[src/rtl/huffman_stream_decoder_if.sv]
// huffman_stream_decoder_if
//   Bundles the signals of huffman_stream_decoder other than clk and rst:
//   the input word stream, the output symbol stream, the status flags and
//   the table programming port.
//   Modports:
//     master : stream source, symbol sink and table programmer (drives the
//              in_* words, out_ready and cfg_*; observes everything else)
//     slave  : the decoder itself
//   Signals:
//     in_data[IN_W]   code bits, MSB first      in_valid / in_ready  word handshake
//     in_last         word ends the stream      in_nbits[NB_W]       valid bits in last word (0 = IN_W)
//     out_sym[SYM_W]  decoded symbol            out_len[LEN_W]       its code length
//     out_valid / out_ready                     symbol handshake
//     done            end-of-stream pulse       err                  sticky illegal-code flag
//     busy            decoder holds state       cfg_we/sel/addr/data table write port
interface huffman_stream_decoder_if #(
  parameter int IN_W    = 8,
  parameter int MAX_LEN = 8,
  parameter int SYM_W   = 4,
  parameter int LEN_W   = $clog2(MAX_LEN + 1),
  parameter int NB_W    = $clog2(IN_W + 1)
);
  logic [IN_W-1:0]    in_data;
  logic               in_valid;
  logic               in_last;
  logic [NB_W-1:0]    in_nbits;
  logic               in_ready;
  logic [SYM_W-1:0]   out_sym;
  logic [LEN_W-1:0]   out_len;
  logic               out_valid;
  logic               out_ready;
  logic               done;
  logic               err;
  logic               busy;
  logic               cfg_we;
  logic [1:0]         cfg_sel;
  logic [SYM_W-1:0]   cfg_addr;
  logic [MAX_LEN-1:0] cfg_data;

  modport master (
    output in_data, in_valid, in_last, in_nbits, out_ready,
           cfg_we, cfg_sel, cfg_addr, cfg_data,
    input  in_ready, out_sym, out_len, out_valid, done, err, busy
  );

  modport slave (
    input  in_data, in_valid, in_last, in_nbits, out_ready,
           cfg_we, cfg_sel, cfg_addr, cfg_data,
    output in_ready, out_sym, out_len, out_valid, done, err, busy
  );
endinterface

[src/rtl/huffman_stream_decoder.sv]
// huffman_stream_decoder
//   Canonical-Huffman stream decoder. MSB-first packed words are collected
//   into a left-aligned bit buffer; the head of the buffer is matched against
//   a runtime-programmable canonical table (first_code / count / base per
//   length, plus a symbol table) and one symbol is emitted per handshake.
//   Illegal codes raise a sticky err that only reset clears; the end of a
//   stream is reported with a one-cycle done pulse.
//   Build option: define HUFF_PARALLEL_EN to resolve all code lengths in one
//   cycle (priority encoder, smallest length wins). Without it the search
//   checks one length per cycle starting at 1.
//   Ports:
//     clk  clock
//     rst  asynchronous, active-low reset
//     bus  huffman_stream_decoder_if.slave (word input, symbol output,
//          done/err/busy status, table write port)
//   All outputs come straight from registers.
module huffman_stream_decoder #(
  parameter int IN_W    = 8,
  parameter int MAX_LEN = 8,
  parameter int SYM_W   = 4
) (
  input logic                     clk,
  input logic                     rst,
  huffman_stream_decoder_if.slave bus
);
  localparam int BUF_W  = IN_W + MAX_LEN;
  localparam int LEN_W  = $clog2(MAX_LEN + 1);
  localparam int NB_W   = $clog2(IN_W + 1);
  localparam int FILL_W = $clog2(BUF_W + 1);
  localparam int NSYM   = 1 << SYM_W;

  localparam logic [0:0] ST_SEARCH = 1'b0;
  localparam logic [0:0] ST_ERROR  = 1'b1;

  // Tables, indexed by length-1 (or symbol index for sym_tab_r)
  logic [MAX_LEN-1:0] first_code_r [MAX_LEN];
  logic [SYM_W:0]     count_r      [MAX_LEN];
  logic [SYM_W-1:0]   base_r       [MAX_LEN];
  logic [SYM_W-1:0]   sym_tab_r    [NSYM];

  // Datapath / control state
  logic [BUF_W-1:0]  bits_r,      bits_nxt_s;
  logic [FILL_W-1:0] fill_r,      fill_nxt_s;
  logic              last_seen_r, last_seen_nxt_s;
  logic [0:0]        state_r,     state_nxt_s;
  logic              err_r,       err_nxt_s;
  logic [LEN_W-1:0]  cur_l_r,     cur_l_nxt_s;
  logic [SYM_W-1:0]  out_sym_r,   out_sym_nxt_s;
  logic [LEN_W-1:0]  out_len_r,   out_len_nxt_s;
  logic              out_valid_r, out_valid_nxt_s;
  logic              done_r,      done_nxt_s;
  logic              in_ready_r,  in_ready_nxt_s;
  logic              busy_r,      busy_nxt_s;

  // Per-length match results
  logic [MAX_LEN-1:0] win_s;
  logic [MAX_LEN-1:0] code_s [MAX_LEN];
  logic [MAX_LEN-1:0] diff_s [MAX_LEN];
  logic [SYM_W-1:0]   idx_s  [MAX_LEN];
  logic [MAX_LEN-1:0] match_s;

  // Selected lookup outcome for this cycle
  logic              hit_s;
  logic              grow_s;
  logic [LEN_W-1:0]  hit_len_s;
  logic [SYM_W-1:0]  hit_idx_s;

  // Next-state helpers
  logic              lookup_ok_s;
  logic              accept_s;
  logic [FILL_W-1:0] shift_s;
  logic [FILL_W-1:0] fill_sh_s;
  logic [BUF_W-1:0]  bits_sh_s;
  logic [FILL_W-1:0] nb_s;
  logic [NB_W-1:0]   nb_in_s;
  logic [IN_W-1:0]   word_s;

  assign nb_in_s = bus.in_nbits;

  // Extract the L-bit head of the buffer for every L and test it against the table
  always_comb begin
    win_s = bits_r[BUF_W-1 -: MAX_LEN];
    for (int i = 0; i < MAX_LEN; i++) begin
      code_s[i]  = win_s >> (MAX_LEN - 1 - i);
      diff_s[i]  = code_s[i] - first_code_r[i];
      // diff is only meaningful once code >= first_code, so no wrap can leak through
      match_s[i] = (FILL_W'(i + 1) <= fill_r) &&
                   (count_r[i] != {(SYM_W+1){1'b0}}) &&
                   (code_s[i] >= first_code_r[i]) &&
                   (diff_s[i] < MAX_LEN'(count_r[i]));
      idx_s[i]   = base_r[i] + diff_s[i][SYM_W-1:0];
    end
  end

  // Choose which length is resolved this cycle
  always_comb begin
    hit_s     = 1'b0;
    grow_s    = 1'b0;
    hit_len_s = {LEN_W{1'b0}};
    hit_idx_s = {SYM_W{1'b0}};
`ifdef HUFF_PARALLEL_EN
    // Descending scan: the last assignment standing is the smallest match
    for (int i = MAX_LEN - 1; i >= 0; i--) begin
      if (match_s[i]) begin
        hit_s     = 1'b1;
        hit_len_s = LEN_W'(i + 1);
        hit_idx_s = idx_s[i];
      end else begin
        hit_s     = hit_s;
      end
    end
`else
    for (int i = 0; i < MAX_LEN; i++) begin
      if (cur_l_r == LEN_W'(i + 1)) begin
        hit_s     = match_s[i];
        hit_idx_s = idx_s[i];
      end else begin
        hit_idx_s = hit_idx_s;
      end
    end
    hit_len_s = cur_l_r;
    // Only try a longer code if one exists and enough bits are buffered for it
    grow_s    = (cur_l_r < LEN_W'(MAX_LEN)) && (FILL_W'(cur_l_r) < fill_r);
`endif
  end

  // Next-state computation for buffer, search, output register and status
  always_comb begin
    state_nxt_s   = state_r;
    err_nxt_s     = err_r;
    cur_l_nxt_s   = cur_l_r;
    out_sym_nxt_s = out_sym_r;
    out_len_nxt_s = out_len_r;
    shift_s       = {FILL_W{1'b0}};

    lookup_ok_s = (state_r == ST_SEARCH) &&
                  (!out_valid_r || bus.out_ready) &&
                  (fill_r != {FILL_W{1'b0}}) &&
                  ((fill_r >= FILL_W'(MAX_LEN)) || last_seen_r);
    accept_s    = in_ready_r && bus.in_valid;

    // The pending symbol completes its handshake even in ERROR
    if (out_valid_r && bus.out_ready) begin
      out_valid_nxt_s = 1'b0;
    end else begin
      out_valid_nxt_s = out_valid_r;
    end

    if (lookup_ok_s) begin
      if (hit_s) begin
        out_sym_nxt_s   = sym_tab_r[hit_idx_s];
        out_len_nxt_s   = hit_len_s;
        out_valid_nxt_s = 1'b1;
        shift_s         = FILL_W'(hit_len_s);
        cur_l_nxt_s     = LEN_W'(1);
      end else if (grow_s) begin
        cur_l_nxt_s     = cur_l_r + LEN_W'(1);
      end else begin
        state_nxt_s     = ST_ERROR;
        err_nxt_s       = 1'b1;
      end
    end else begin
      cur_l_nxt_s = cur_l_r;
    end

    // Consume first, then append behind whatever is left
    bits_sh_s = bits_r << shift_s;
    fill_sh_s = fill_r - shift_s;

    if (bus.in_last && (nb_in_s != {NB_W{1'b0}}) && (nb_in_s < NB_W'(IN_W))) begin
      nb_s = FILL_W'(nb_in_s);
    end else begin
      nb_s = FILL_W'(IN_W);
    end
    // Clear bits past the valid count so later appends can simply OR in
    word_s = bus.in_data & ~({IN_W{1'b1}} >> nb_s);

    if (accept_s) begin
      bits_nxt_s      = bits_sh_s | ({word_s, {MAX_LEN{1'b0}}} >> fill_sh_s);
      fill_nxt_s      = fill_sh_s + nb_s;
      last_seen_nxt_s = bus.in_last;
    end else begin
      bits_nxt_s      = bits_sh_s;
      fill_nxt_s      = fill_sh_s;
      last_seen_nxt_s = last_seen_r;
    end

    // Stream fully drained: nothing buffered and the last symbol is gone or leaving
    if (last_seen_r && (fill_r == {FILL_W{1'b0}}) && !err_r &&
        (!out_valid_r || bus.out_ready)) begin
      done_nxt_s      = 1'b1;
      last_seen_nxt_s = 1'b0;
    end else begin
      done_nxt_s      = 1'b0;
    end

    in_ready_nxt_s = !err_nxt_s && !last_seen_nxt_s && (fill_nxt_s <= FILL_W'(MAX_LEN));
    busy_nxt_s     = (fill_nxt_s != {FILL_W{1'b0}}) || out_valid_nxt_s ||
                     last_seen_nxt_s || (cur_l_nxt_s != LEN_W'(1));
  end

  // State and output registers
  always_ff @(posedge clk or negedge rst) begin
    if (!rst) begin
      bits_r      <= {BUF_W{1'b0}};
      fill_r      <= {FILL_W{1'b0}};
      last_seen_r <= 1'b0;
      state_r     <= ST_SEARCH;
      err_r       <= 1'b0;
      cur_l_r     <= LEN_W'(1);
      out_sym_r   <= {SYM_W{1'b0}};
      out_len_r   <= {LEN_W{1'b0}};
      out_valid_r <= 1'b0;
      done_r      <= 1'b0;
      in_ready_r  <= 1'b1;
      busy_r      <= 1'b0;
    end else begin
      bits_r      <= bits_nxt_s;
      fill_r      <= fill_nxt_s;
      last_seen_r <= last_seen_nxt_s;
      state_r     <= state_nxt_s;
      err_r       <= err_nxt_s;
      cur_l_r     <= cur_l_nxt_s;
      out_sym_r   <= out_sym_nxt_s;
      out_len_r   <= out_len_nxt_s;
      out_valid_r <= out_valid_nxt_s;
      done_r      <= done_nxt_s;
      in_ready_r  <= in_ready_nxt_s;
      busy_r      <= busy_nxt_s;
    end
  end

  // Table programming, accepted only while the decoder is idle
  always_ff @(posedge clk or negedge rst) begin
    if (!rst) begin
      for (int i = 0; i < MAX_LEN; i++) begin
        first_code_r[i] <= {MAX_LEN{1'b0}};
        count_r[i]      <= {(SYM_W+1){1'b0}};
        base_r[i]       <= {SYM_W{1'b0}};
      end
      for (int i = 0; i < NSYM; i++) begin
        sym_tab_r[i] <= {SYM_W{1'b0}};
      end
    end else if (bus.cfg_we && !busy_r) begin
      case (bus.cfg_sel)
        2'd0: begin
          for (int i = 0; i < MAX_LEN; i++)
            if (bus.cfg_addr == SYM_W'(i)) first_code_r[i] <= bus.cfg_data;
        end
        2'd1: begin
          for (int i = 0; i < MAX_LEN; i++)
            if (bus.cfg_addr == SYM_W'(i)) count_r[i] <= bus.cfg_data[SYM_W:0];
        end
        2'd2: begin
          for (int i = 0; i < MAX_LEN; i++)
            if (bus.cfg_addr == SYM_W'(i)) base_r[i] <= bus.cfg_data[SYM_W-1:0];
        end
        2'd3: begin
          sym_tab_r[bus.cfg_addr] <= bus.cfg_data[SYM_W-1:0];
        end
        default: begin
          sym_tab_r[bus.cfg_addr] <= sym_tab_r[bus.cfg_addr];
        end
      endcase
    end
  end

  assign bus.in_ready  = in_ready_r;
  assign bus.out_sym   = out_sym_r;
  assign bus.out_len   = out_len_r;
  assign bus.out_valid = out_valid_r;
  assign bus.done      = done_r;
  assign bus.err       = err_r;
  assign bus.busy      = busy_r;
endmodule

[src/flat_wrapper.sv]
// flat-port wrapper written by rule: the top's interface ports become plain ports
module huffman_stream_decoder_flat 
#(
  parameter int IN_W    = 8,
  parameter int MAX_LEN = 8,
  parameter int SYM_W   = 4
)
  (clk, rst, bus_in_data, bus_in_valid, bus_in_last, bus_in_nbits, bus_out_ready, bus_cfg_we, bus_cfg_sel, bus_cfg_addr, bus_cfg_data, bus_in_ready, bus_out_sym, bus_out_len, bus_out_valid, bus_done, bus_err, bus_busy);
  huffman_stream_decoder_if #(.IN_W(IN_W), .MAX_LEN(MAX_LEN), .SYM_W(SYM_W)) bus_i ();
  input logic clk;
  input logic rst;
  input wire logic [$bits(bus_i.in_data)-1:0] bus_in_data;
  input wire logic [$bits(bus_i.in_valid)-1:0] bus_in_valid;
  input wire logic [$bits(bus_i.in_last)-1:0] bus_in_last;
  input wire logic [$bits(bus_i.in_nbits)-1:0] bus_in_nbits;
  input wire logic [$bits(bus_i.out_ready)-1:0] bus_out_ready;
  input wire logic [$bits(bus_i.cfg_we)-1:0] bus_cfg_we;
  input wire logic [$bits(bus_i.cfg_sel)-1:0] bus_cfg_sel;
  input wire logic [$bits(bus_i.cfg_addr)-1:0] bus_cfg_addr;
  input wire logic [$bits(bus_i.cfg_data)-1:0] bus_cfg_data;
  output wire logic [$bits(bus_i.in_ready)-1:0] bus_in_ready;
  output wire logic [$bits(bus_i.out_sym)-1:0] bus_out_sym;
  output wire logic [$bits(bus_i.out_len)-1:0] bus_out_len;
  output wire logic [$bits(bus_i.out_valid)-1:0] bus_out_valid;
  output wire logic [$bits(bus_i.done)-1:0] bus_done;
  output wire logic [$bits(bus_i.err)-1:0] bus_err;
  output wire logic [$bits(bus_i.busy)-1:0] bus_busy;
  assign bus_i.in_data = bus_in_data;
  assign bus_i.in_valid = bus_in_valid;
  assign bus_i.in_last = bus_in_last;
  assign bus_i.in_nbits = bus_in_nbits;
  assign bus_i.out_ready = bus_out_ready;
  assign bus_i.cfg_we = bus_cfg_we;
  assign bus_i.cfg_sel = bus_cfg_sel;
  assign bus_i.cfg_addr = bus_cfg_addr;
  assign bus_i.cfg_data = bus_cfg_data;
  assign bus_in_ready = bus_i.in_ready;
  assign bus_out_sym = bus_i.out_sym;
  assign bus_out_len = bus_i.out_len;
  assign bus_out_valid = bus_i.out_valid;
  assign bus_done = bus_i.done;
  assign bus_err = bus_i.err;
  assign bus_busy = bus_i.busy;
  huffman_stream_decoder #(.IN_W(IN_W), .MAX_LEN(MAX_LEN), .SYM_W(SYM_W)) u_core (.clk(clk), .rst(rst), .bus(bus_i));
endmodule
[config.mk]
export PLATFORM = sky130hd
export DESIGN_NAME = huffman_stream_decoder_flat
export DESIGN_NICKNAME = d
export VERILOG_FILES = /design/src/rtl/huffman_stream_decoder_if.sv /design/src/rtl/huffman_stream_decoder.sv /design/src/flat_wrapper.sv
export SDC_FILE = /design/constraint.sdc
export NUM_CORES = 1
export LEC_CHECK = 0
export ABC_AREA = 1
export BUFFER_PORTS_ARGS = -buffer_cell sky130_fd_sc_hd__buf_2
export CORE_ASPECT_RATIO = 0.9
export CORE_MARGIN = 5
export CORE_UTILIZATION = 37
export DETAILED_ROUTE_END_ITERATION = 6
export SYNTH_ARGS = -nofsm -noshare
export SYNTH_HDL_FRONTEND = slang
export SYNTH_SLANG_ARGS = --single-unit
[constraint.sdc]
create_clock -name clk -period 5.6 [get_ports clk]
set_clock_uncertainty 0.15 [all_clocks]
set_input_delay 0.84 -clock clk [delete_from_list [all_inputs] [get_ports clk]]
set_output_delay 0.84 -clock clk [all_outputs]
set_load 0.02 [all_outputs]
==> impl_results.rst, run 1 <==
.. list-table::
   :header-rows: 1

   * - Metric
     - Value
   * - Run status
     - finished, final reports clean
   * - Via-to-Cell Ratio
     - 5.09
   * - Setup ws final
     - 0.0152 ns
   * - Synth async-reset ratio
     - 100%
   * - Kind of capture point of the worst setup path
     - flop
   * - Overall overflow remaining after global route
     - 0
   * - Fmax
     - 179 MHz
   * - Global-route wire length before repair
     - 68000 um
   * - Antenna Violating Nets Remaining
     - 0
   * - Yosys top cell by area
     - sky130_fd_sc_hd__dfrtp_1
   * - Number of inserted diodes
     - 0
   * - Total number of vias
     - 13300
   * - Estimated wirelength of the detail-placed design
     - 30000 um
   * - Antenna violations before repair
     - 0
   * - CTS tree
     - done
   * - Final min period
     - 5.58 ns
   * - Maximum resistive drop on vdd
     - 179 uV
   * - Height of the die
     - 201 um
   * - Net count after synthesis
     - 2105
   * - Post-Syn Instances
     - 1947
   * - Netlist area before placement
     - 15000 um^2
   * - Buffer levels on the longest clock path
     - 3
   * - Count of non-filler cells in the finished layout
     - 2621
   * - Setup repair after global routing missed its margin
     - true
   * - Cell total after placement
     - 2547
   * - Post-Route Hold Slack
     - 0.165 ns
   * - Via count of the first global-routing pass
     - 12600
   * - Clock network latency to the later pin of the worst-skew pair
     - 0.55 ns
   * - Worst slack, placed
     - -0.131 ns
   * - Biggest area contributors in the synthesized netlist
     - sky130_fd_sc_hd__dfrtp_1 (40%), sky130_fd_sc_hd__nand2_1 (13%), sky130_fd_sc_hd__ha_1 (9.1%)
   * - Die footprint
     - 44800 um^2
   * - Clock Root Buffer
     - sky130_fd_sc_hd__clkbuf_16
   * - Number of core rows
     - 70
   * - Placeable core region
     - 40400 um^2
   * - Critical path class
     - flop to flop
   * - Number of hold buffers added after CTS
     - 0
   * - Count of input and output buffers
     - 44
   * - Aggregate routed wire length
     - 42900 um
   * - Most frequent standard cell in the layout excluding fill and tap cells
     - sky130_fd_sc_hd__nand2_1
   * - Top FF cell, synth
     - sky130_fd_sc_hd__dfrtp_1
   * - Commonest non-fill, non-tap cells in the layout
     - sky130_fd_sc_hd__nand2_1 (510), sky130_fd_sc_hd__o21ai_0 (245), sky130_fd_sc_hd__dfrtp_1 (234), sky130_fd_sc_hd__inv_1 (229), sky130_fd_sc_hd__nand3_1 (205)
   * - Setup TNS
     - 0 ns
   * - Sequential area share after synthesis
     - 39.9%
   * - Initial standard-cell utilization of the core
     - 37.3%
   * - Placer's final routability congestion estimate
     - 0.881
   * - Final hold vios
     - 0
   * - Number of synthesized flops with an enable pin
     - 0
   * - Max Cap Viol
     - 0
   * - Power density normalized to cell area
     - 207 nW/um^2
   * - Startpoint kind of the worst setup timing path
     - flop
   * - Max-slew headroom at the worst pin
     - 31.5%
   * - Clock transition at the registers of the reported paths
     - 0.06 ns
   * - Flip-flop and latch count after synthesis
     - 240
   * - Clock Sinks
     - 240
   * - Final setup violation count
     - 0
   * - Library cell contributing the largest single delay on the critical path
     - sky130_fd_sc_hd__dfrtp_2
   * - Type of the most critical hold path
     - input port to async pin
   * - Worst Path Arrival
     - 5.85 ns
   * - Final-report max-slew violation count
     - 0
   * - Boundary Pins
     - 45
   * - Mean instance size in the synthesized netlist
     - 7.73 um^2
   * - Count of filler cells inserted in the layout
     - 4024
   * - Total number of nets in the final design
     - 2219
   * - Design area
     - 17700 um^2
   * - Biggest cell delay along the critical path
     - 0.43 ns
   * - Area share of the largest cell type after synthesis
     - 39.6%
   * - Data required time at the worst endpoint
     - 5.87 ns
   * - Finished Core Util
     - 43.8%
   * - Average wire per cell in the routed design
     - 16.4 um
   * - Placement Cell Area
     - 16300 um^2
   * - Number of warning messages in the yosys log
     - 0
   * - Total track usage
     - 18.3%
   * - Maximum number of pins on one net before global-route repair
     - 107
   * - Layout Area Growth over Synthesis
     - 17.6%
   * - Overall power consumption
     - 3.67 mW
   * - Final cycle utilization of the critical path
     - 99.7%
   * - Number of buffers inserted during clock tree synthesis
     - 27
   * - Die X-Extent
     - 223 um
   * - CTS H-tree depth
     - 1
   * - Transition time at the pin with the least slew margin
     - 1.03 ns
   * - Fraction of layout cells with a size suffix above 1
     - 13.6%
   * - Number of iterations in the first detailed-routing pass
     - 5
   * - Violation count after the first detailed-route iteration
     - 1117
   * - Unique masters post-synth
     - 48
   * - Leakage dissipation
     - 8.59 nW
   * - DRC
     - 0
   * - Maximum fanout along the worst path
     - 3
-- final cells by class --
class / instances / area (um^2) / share of cell area, %
clock buffer: 41 / 778 / 4.40
timing repair buffer: 138 / 965 / 5.45
clock inverter: 8 / 93.8 / 0.530
inverter: 246 / 926 / 5.23
sequential: 240 / 6010 / 34.0
tap: 540 / 676 / 3.82
multi-input combinational: 1408 / 8240 / 46.6
-- worst max-delay path, delay by kind of cell (launching register included) --
kind	cells	cell delay, ns
compound gates	9	1.39
xor+xnor	3	0.56
fa+ha+maj	4	1.11
buf+inv	5	0.44
flops	1	0.43
simple gates	9	1.38
-- cells in the mapped netlist (3+ instances only) --
| master | instances |
|---|---|
| sky130_fd_sc_hd__or2_2 | 7 |
| sky130_fd_sc_hd__fa_1 | 17 |
| sky130_fd_sc_hd__nand2_2 | 4 |
| sky130_fd_sc_hd__xnor2_1 | 21 |
| sky130_fd_sc_hd__ha_1 | 109 |
| sky130_fd_sc_hd__clkbuf_1 | 43 |
| sky130_fd_sc_hd__o21ai_1 | 4 |
| sky130_fd_sc_hd__inv_2 | 8 |
| sky130_fd_sc_hd__nor3_1 | 13 |
| sky130_fd_sc_hd__nand3_2 | 5 |
| sky130_fd_sc_hd__nand3b_1 | 35 |
| sky130_fd_sc_hd__nand2_1 | 514 |
| sky130_fd_sc_hd__dfrtp_1 | 238 |
| sky130_fd_sc_hd__a31oi_1 | 4 |
| sky130_fd_sc_hd__nor2_4 | 5 |
| sky130_fd_sc_hd__inv_1 | 235 |
| sky130_fd_sc_hd__xor2_1 | 29 |
| sky130_fd_sc_hd__a21o_1 | 3 |
| sky130_fd_sc_hd__o21ai_0 | 250 |
| sky130_fd_sc_hd__nor4_1 | 4 |
| sky130_fd_sc_hd__buf_2 | 5 |
| sky130_fd_sc_hd__a21oi_1 | 55 |
| sky130_fd_sc_hd__nand3_1 | 206 |
| sky130_fd_sc_hd__buf_6 | 4 |
| sky130_fd_sc_hd__o211ai_1 | 9 |
| sky130_fd_sc_hd__nor2_1 | 76 |
| sky130_fd_sc_hd__nand4_1 | 18 |
-- layer usage --
layer | GRT usage, % | part of all wire (%) | vias to the layer above
met1 | 27.5 | 49 | 6357
met5 | 0 | 0 | -
met2 | 28.5 | 44 | 319
met3 | 2.55 | 5.2 | 55
met4 | 3.52 | 2.0 | 0
li1 | - | - | 6602
-- logic make-up after synthesis --
| logic type | Yosys count | share of synthesized area (%) |
|---|---|---|
| and+or+nand+nor | 893 | 26.2 |
| AOI/OAI and AO/OA | 339 | 11.8 |
| buffers and inverters | 299 | 7.74 |
| DFF | 240 | 39.9 |
| adders and majority gates | 126 | 11.3 |
| xor gates and xnor gates | 50 | 2.91 |
-- power by group --
part           internal [mW]  switching [mW]  total (mW)
Combinational         0.0380           0.117       0.155
Clock                   1.05           0.727        1.77
Sequential              1.74         0.00307        1.74
Total                   2.82           0.847        3.67
-- final timing paths --
check	startpoint	to	slack, ns	depth (start not counted)
max	u_core.bits_r[11]	u_core.bus.busy	0.02	30
min	rst	u_core.sym_tab_r[22]	0.16	1
max reg2reg	u_core.bits_r[11]	u_core.bus.busy	0.02	30
min reg2reg	u_core.bus.out_len[0]	u_core.bus.out_len[0]	0.32	2
max in group asynchronous	rst	u_core.bits_r[3]	3.82	2
min in group clk	u_core.bus.out_len[0]	u_core.bus.out_len[0]	0.32	2
-- flip-flops by register name, summed over array words and instances, names as in the netlist --
signal	flops
u_core.fill_r	5
u_core.cur_l_r	4
u_core.last_seen_r	1
u_core.bits_r	16
u_core.bus.done	1
u_core.bus.in_ready	1
u_core.bus.out_sym	4
u_core.bus.out_valid	1
u_core.sym_tab_r	64
u_core.bus.err	1
u_core.first_code_r	64
u_core.bus.out_len	4
u_core.state_r	1
u_core.bus.busy	1
u_core.base_r	32
u_core.count_r	40
-- repair_timing --
| item | in CTS | in global routing |
|---|---|---|
| gates resized for setup | 15 | 58 |
| buffers inserted | 12 | 13 |
| setup endpoints to repair | 1 | 2 |
| pin swaps | 13 | 51 |
Power figures use the tool's default switching activity.
==> run 2, diff against run 1 <==
clock period = 4.9 ns   (was 5.6 ns; I/O delays follow)
==> run 2 against run 1 <==
Effect of this change:
- the flow now finishes with violations (setup timing)
- clock power rose by 20%
- fmax up 0.50%
- register-to-register slack worse by 0.67 ns
- count of clock-buffer cells in the layout shrank 2
- die area unchanged
- final cell count increased by 3.8%
- sequential share of layout area is 1.7 points lower
- setup slack worse by 0.67 ns
- final area up 5.3%
- critical path depth up 1
==> impl_results.rst, run 2 (synthesized netlist as in run 1, its figures left out) <==
.. list-table::
   :header-rows: 1

   * - Metric
     - Value
   * - Run status
     - complete, but fails checks (was finished, final reports clean)
   * - Violations in the final reports
     - setup timing
   * - Setup repair after global routing missed its margin
     - true (unchanged)
   * - Count of buffering cells on the critical path with inverters included
     - 4 (was 5)
   * - Initial standard-cell utilization of the core
     - 37.3% (unchanged)
   * - Layout Area Growth over Synthesis
     - 23.9% (was 17.6%)
   * - Overall overflow remaining after global route
     - 0 (unchanged)
   * - Kind of capture point of the worst setup path
     - flop (unchanged)
   * - Power density normalized to cell area
     - 230 nW/um^2 (was 207 nW/um^2)
   * - Via-to-Cell Ratio
     - 5.00 (was 5.09)
   * - Number of inserted diodes
     - 0 (unchanged)
   * - DRC
     - 0 (unchanged)
   * - Fmax
     - 180 MHz (was 179 MHz)
   * - Clock transition at the registers of the reported paths
     - 0.06 ns (about the same)
   * - Number of iterations in the first detailed-routing pass
     - 5 (unchanged)
   * - Fraction of layout cells with a size suffix above 1
     - 19.2% (was 13.6%)
   * - Violation count after the first detailed-route iteration
     - 1008 (was 1117)
   * - Die footprint
     - 44800 um^2 (unchanged)
   * - Final-report max-slew violation count
     - 0 (unchanged)
   * - M3 GR Usage
     - 2.22% (was 2.55%)
   * - Final setup violation count
     - 19 (was 0)
   * - Endpoint of the most critical register-to-register path
     - u_core.bus.busy (unchanged)
   * - Library cell contributing the largest single delay on the critical path
     - sky130_fd_sc_hd__fa_2 (was sky130_fd_sc_hd__dfrtp_2)
   * - Number of buffers inserted during clock tree synthesis
     - 27 (unchanged)
   * - Aggregate routed wire length
     - 43700 um (was 42900 um)
   * - Clk pwr share
     - 49.5% (was 48.3%)
   * - GRT met2 Usage
     - 30.0% (was 28.5%)
   * - Max-slew headroom at the worst pin
     - 35.9% (was 31.5%)
   * - Final hold vios
     - 0 (unchanged)
   * - Total number of nets in the final design
     - 2318 (was 2219)
   * - CTS tree
     - done (unchanged)
   * - Power share of the combinational group
     - 4.1% (was 4.2%)
   * - Count of input and output buffers
     - 44 (unchanged)
   * - Worst path top cell family by delay
     - simple AND/OR/NAND/NOR gates (was compound AO/OA/AOI/OAI gates)
   * - Final cycle utilization of the critical path
     - 113% (was 99.7%)
   * - Internal power contribution
     - 3.29 mW (was 2.82 mW)
   * - Number of hold buffers added after CTS
     - 0 (unchanged)
   * - Design area
     - 18600 um^2 (was 17700 um^2)
   * - Total number of vias
     - 13600 (was 13300)
   * - Busiest layer in global routing
     - met2 (unchanged)
   * - Critical path class
     - flop to flop (unchanged)
   * - Biggest cell delay along the critical path
     - 0.54 ns (was 0.43 ns)
   * - Worst Path Arrival
     - 5.83 ns (was 5.85 ns)
   * - Startpoint of the most critical register-to-register path
     - u_core.bits_r[12] (was u_core.bits_r[11])
   * - Most frequent standard cell in the layout excluding fill and tap cells
     - sky130_fd_sc_hd__nand2_1 (unchanged)
   * - Worst r2r path cells
     - 31 (was 30)
   * - Estimated wirelength of the detail-placed design
     - 30700 um (was 30000 um)
   * - Part of the power in registers
     - 46.4% (was 47.5%)
   * - Placer's final routability congestion estimate
     - 0.867 (was 0.881)
   * - Final min period
     - 5.56 ns (was 5.58 ns)
   * - CTS H-tree depth
     - 1 (unchanged)
   * - Global-route wire length before repair
     - 70900 um (was 68000 um)
   * - Total track usage
     - 19.1% (was 18.3%)
   * - Clock Sinks
     - 240 (unchanged)
   * - Flop-to-flop setup slack
     - -0.66 ns (was 0.02 ns)
   * - Worst slack, placed
     - -0.863 ns (was -0.131 ns)
   * - Data required time at the worst endpoint
     - 5.18 ns (was 5.87 ns)
   * - Average wire per cell in the routed design
     - 16.1 um (was 16.4 um)
   * - Maximum fanout along the worst path
     - 3 (unchanged)
   * - Placement Cell Area
     - 17000 um^2 (was 16300 um^2)
   * - Leakage dissipation
     - 9.12 nW (was 8.59 nW)
   * - Type of the most critical hold path
     - input port to async pin (unchanged)
   * - Met1 track demand over resource in global routing
     - 28.6% (was 27.5%)
   * - Clock Root Buffer
     - sky130_fd_sc_hd__clkbuf_16 (unchanged)
   * - Maximum resistive drop on vdd
     - 241 uV (was 179 uV)
   * - Number of core rows
     - 70 (unchanged)
   * - Height of the die
     - 201 um (unchanged)
   * - Commonest non-fill, non-tap cells in the layout
     - sky130_fd_sc_hd__nand2_1 (504), sky130_fd_sc_hd__o21ai_0 (236), sky130_fd_sc_hd__dfrtp_1 (232), sky130_fd_sc_hd__inv_1 (224), sky130_fd_sc_hd__nand3_1 (195) (was sky130_fd_sc_hd__nand2_1 (510), sky130_fd_sc_hd__o21ai_0 (245), sky130_fd_sc_hd__dfrtp_1 (234), sky130_fd_sc_hd__inv_1 (229), sky130_fd_sc_hd__nand3_1 (205))
   * - Setup ws final
     - -0.657 ns (was 0.0152 ns)
   * - Antenna Violating Nets Remaining
     - 0 (unchanged)
   * - Max Cap Viol
     - 0 (unchanged)
   * - Maximum number of pins on one net before global-route repair
     - 102 (was 107)
   * - Transition time at the pin with the least slew margin
     - 0.953 ns (was 1.03 ns)
   * - Antenna violations before repair
     - 0 (unchanged)
   * - Startpoint kind of the worst setup timing path
     - flop (unchanged)
   * - P_sw
     - 0.995 mW (was 0.847 mW)
   * - Clock network latency to the later pin of the worst-skew pair
     - 0.55 ns (about the same)
   * - Most frequent CP cell
     - sky130_fd_sc_hd__nand2_1
   * - Die X-Extent
     - 223 um (unchanged)
   * - Largest registers in the final layout
     - u_core.first_code_r (64), u_core.sym_tab_r (64), u_core.count_r (40) (unchanged)
   * - Placeable core region
     - 40400 um^2 (unchanged)
   * - Net switching fraction of the power
     - 23.2% (was 23.1%)
   * - Buffer levels on the longest clock path
     - 3 (unchanged)
   * - Via count of the first global-routing pass
     - 13300 (was 12600)
   * - Boundary Pins
     - 45 (unchanged)
-- run 2: area by class of cell --
cell class,count,area [um^2]
Timing Repair Buffer,237,1710
Clock inverter,10,108
Tap cell,540,676
Fill cell,3906,21700
Sequential cell,240,6020
Multi-Input combinational cell,1408,8380
Clock buffer,39,821
Inverter,246,932
-- run 2: metrics by stage --
stage / hold WS, ns / power, mW / TNS, ns / std cells / util (%)
after CTS: 0.125 / 4.34 / -4.79 / 2714 / 45.4
after floorplan: 0.285 / 2.09 / -1.15 / 1947 / -
after global routing: 0.156 / 4.44 / -9.12 / 2720 / 46.2
after detailed placement: 0.311 / 2.20 / -5.60 / 2642 / 42.1
after global placement: 0.303 / 2.20 / -2.76 / 2642 / 42.1
final: 0.0835 / 4.29 / -4.49 / 2720 / 46.2
-- run 2: worst register-to-register path: cells and delay by family, from the launching register on --
kind            cells  cell delay (ns)
xor+xnor            1             0.15
buf+inv             4             0.34
flops               1             0.42
compound gates      3             0.38
fa+ha+maj           5             1.73
simple gates       18             2.26
-- run 2: how the worst max path moves through the flow --
stage	from	to	slack, ns	cells after the start
after floorplan	u_core.bits_r[11]	u_core.bus.busy	-0.79	35
after global placement	u_core.bits_r[13]	u_core.bus.busy	-0.70	33
after detailed placement	u_core.bits_r[13]	u_core.bus.busy	-0.86	33
after CTS	u_core.bits_r[11]	u_core.bus.busy	-0.59	34
after global routing	u_core.bits_r[8]	u_core.bus.busy	-0.90	27
final	u_core.bits_r[12]	u_core.bus.busy	-0.66	31
-- run 2: routing by layer --
layer	share of wire, %	vias up	wire, um
li1	-	6793	-
met1	49	6394	21200
met2	44	353	19200
met3	5.0	73	2180
met4	2.4	0	1050
met5	0	-	0
-- run 2: power by group through the flow --
| stage | clock network (mW) | logic (mW) | registers (mW) |
|---|---|---|---|
| after floorplan | 0 | 0.0672 | 2.03 |
| after global placement | 0 | 0.171 | 2.03 |
| after detailed placement | 0 | 0.174 | 2.03 |
| after CTS | 2.17 | 0.177 | 1.99 |
| after global routing | 2.25 | 0.200 | 1.99 |
| final | 2.12 | 0.176 | 1.99 |
-- run 2: timing repair --
item	CTS	global route
gates resized for setup	65	54
pin swaps	36	45
gates cloned	1	0
endpoints found under the setup margin	19	22
setup buffers	22	6
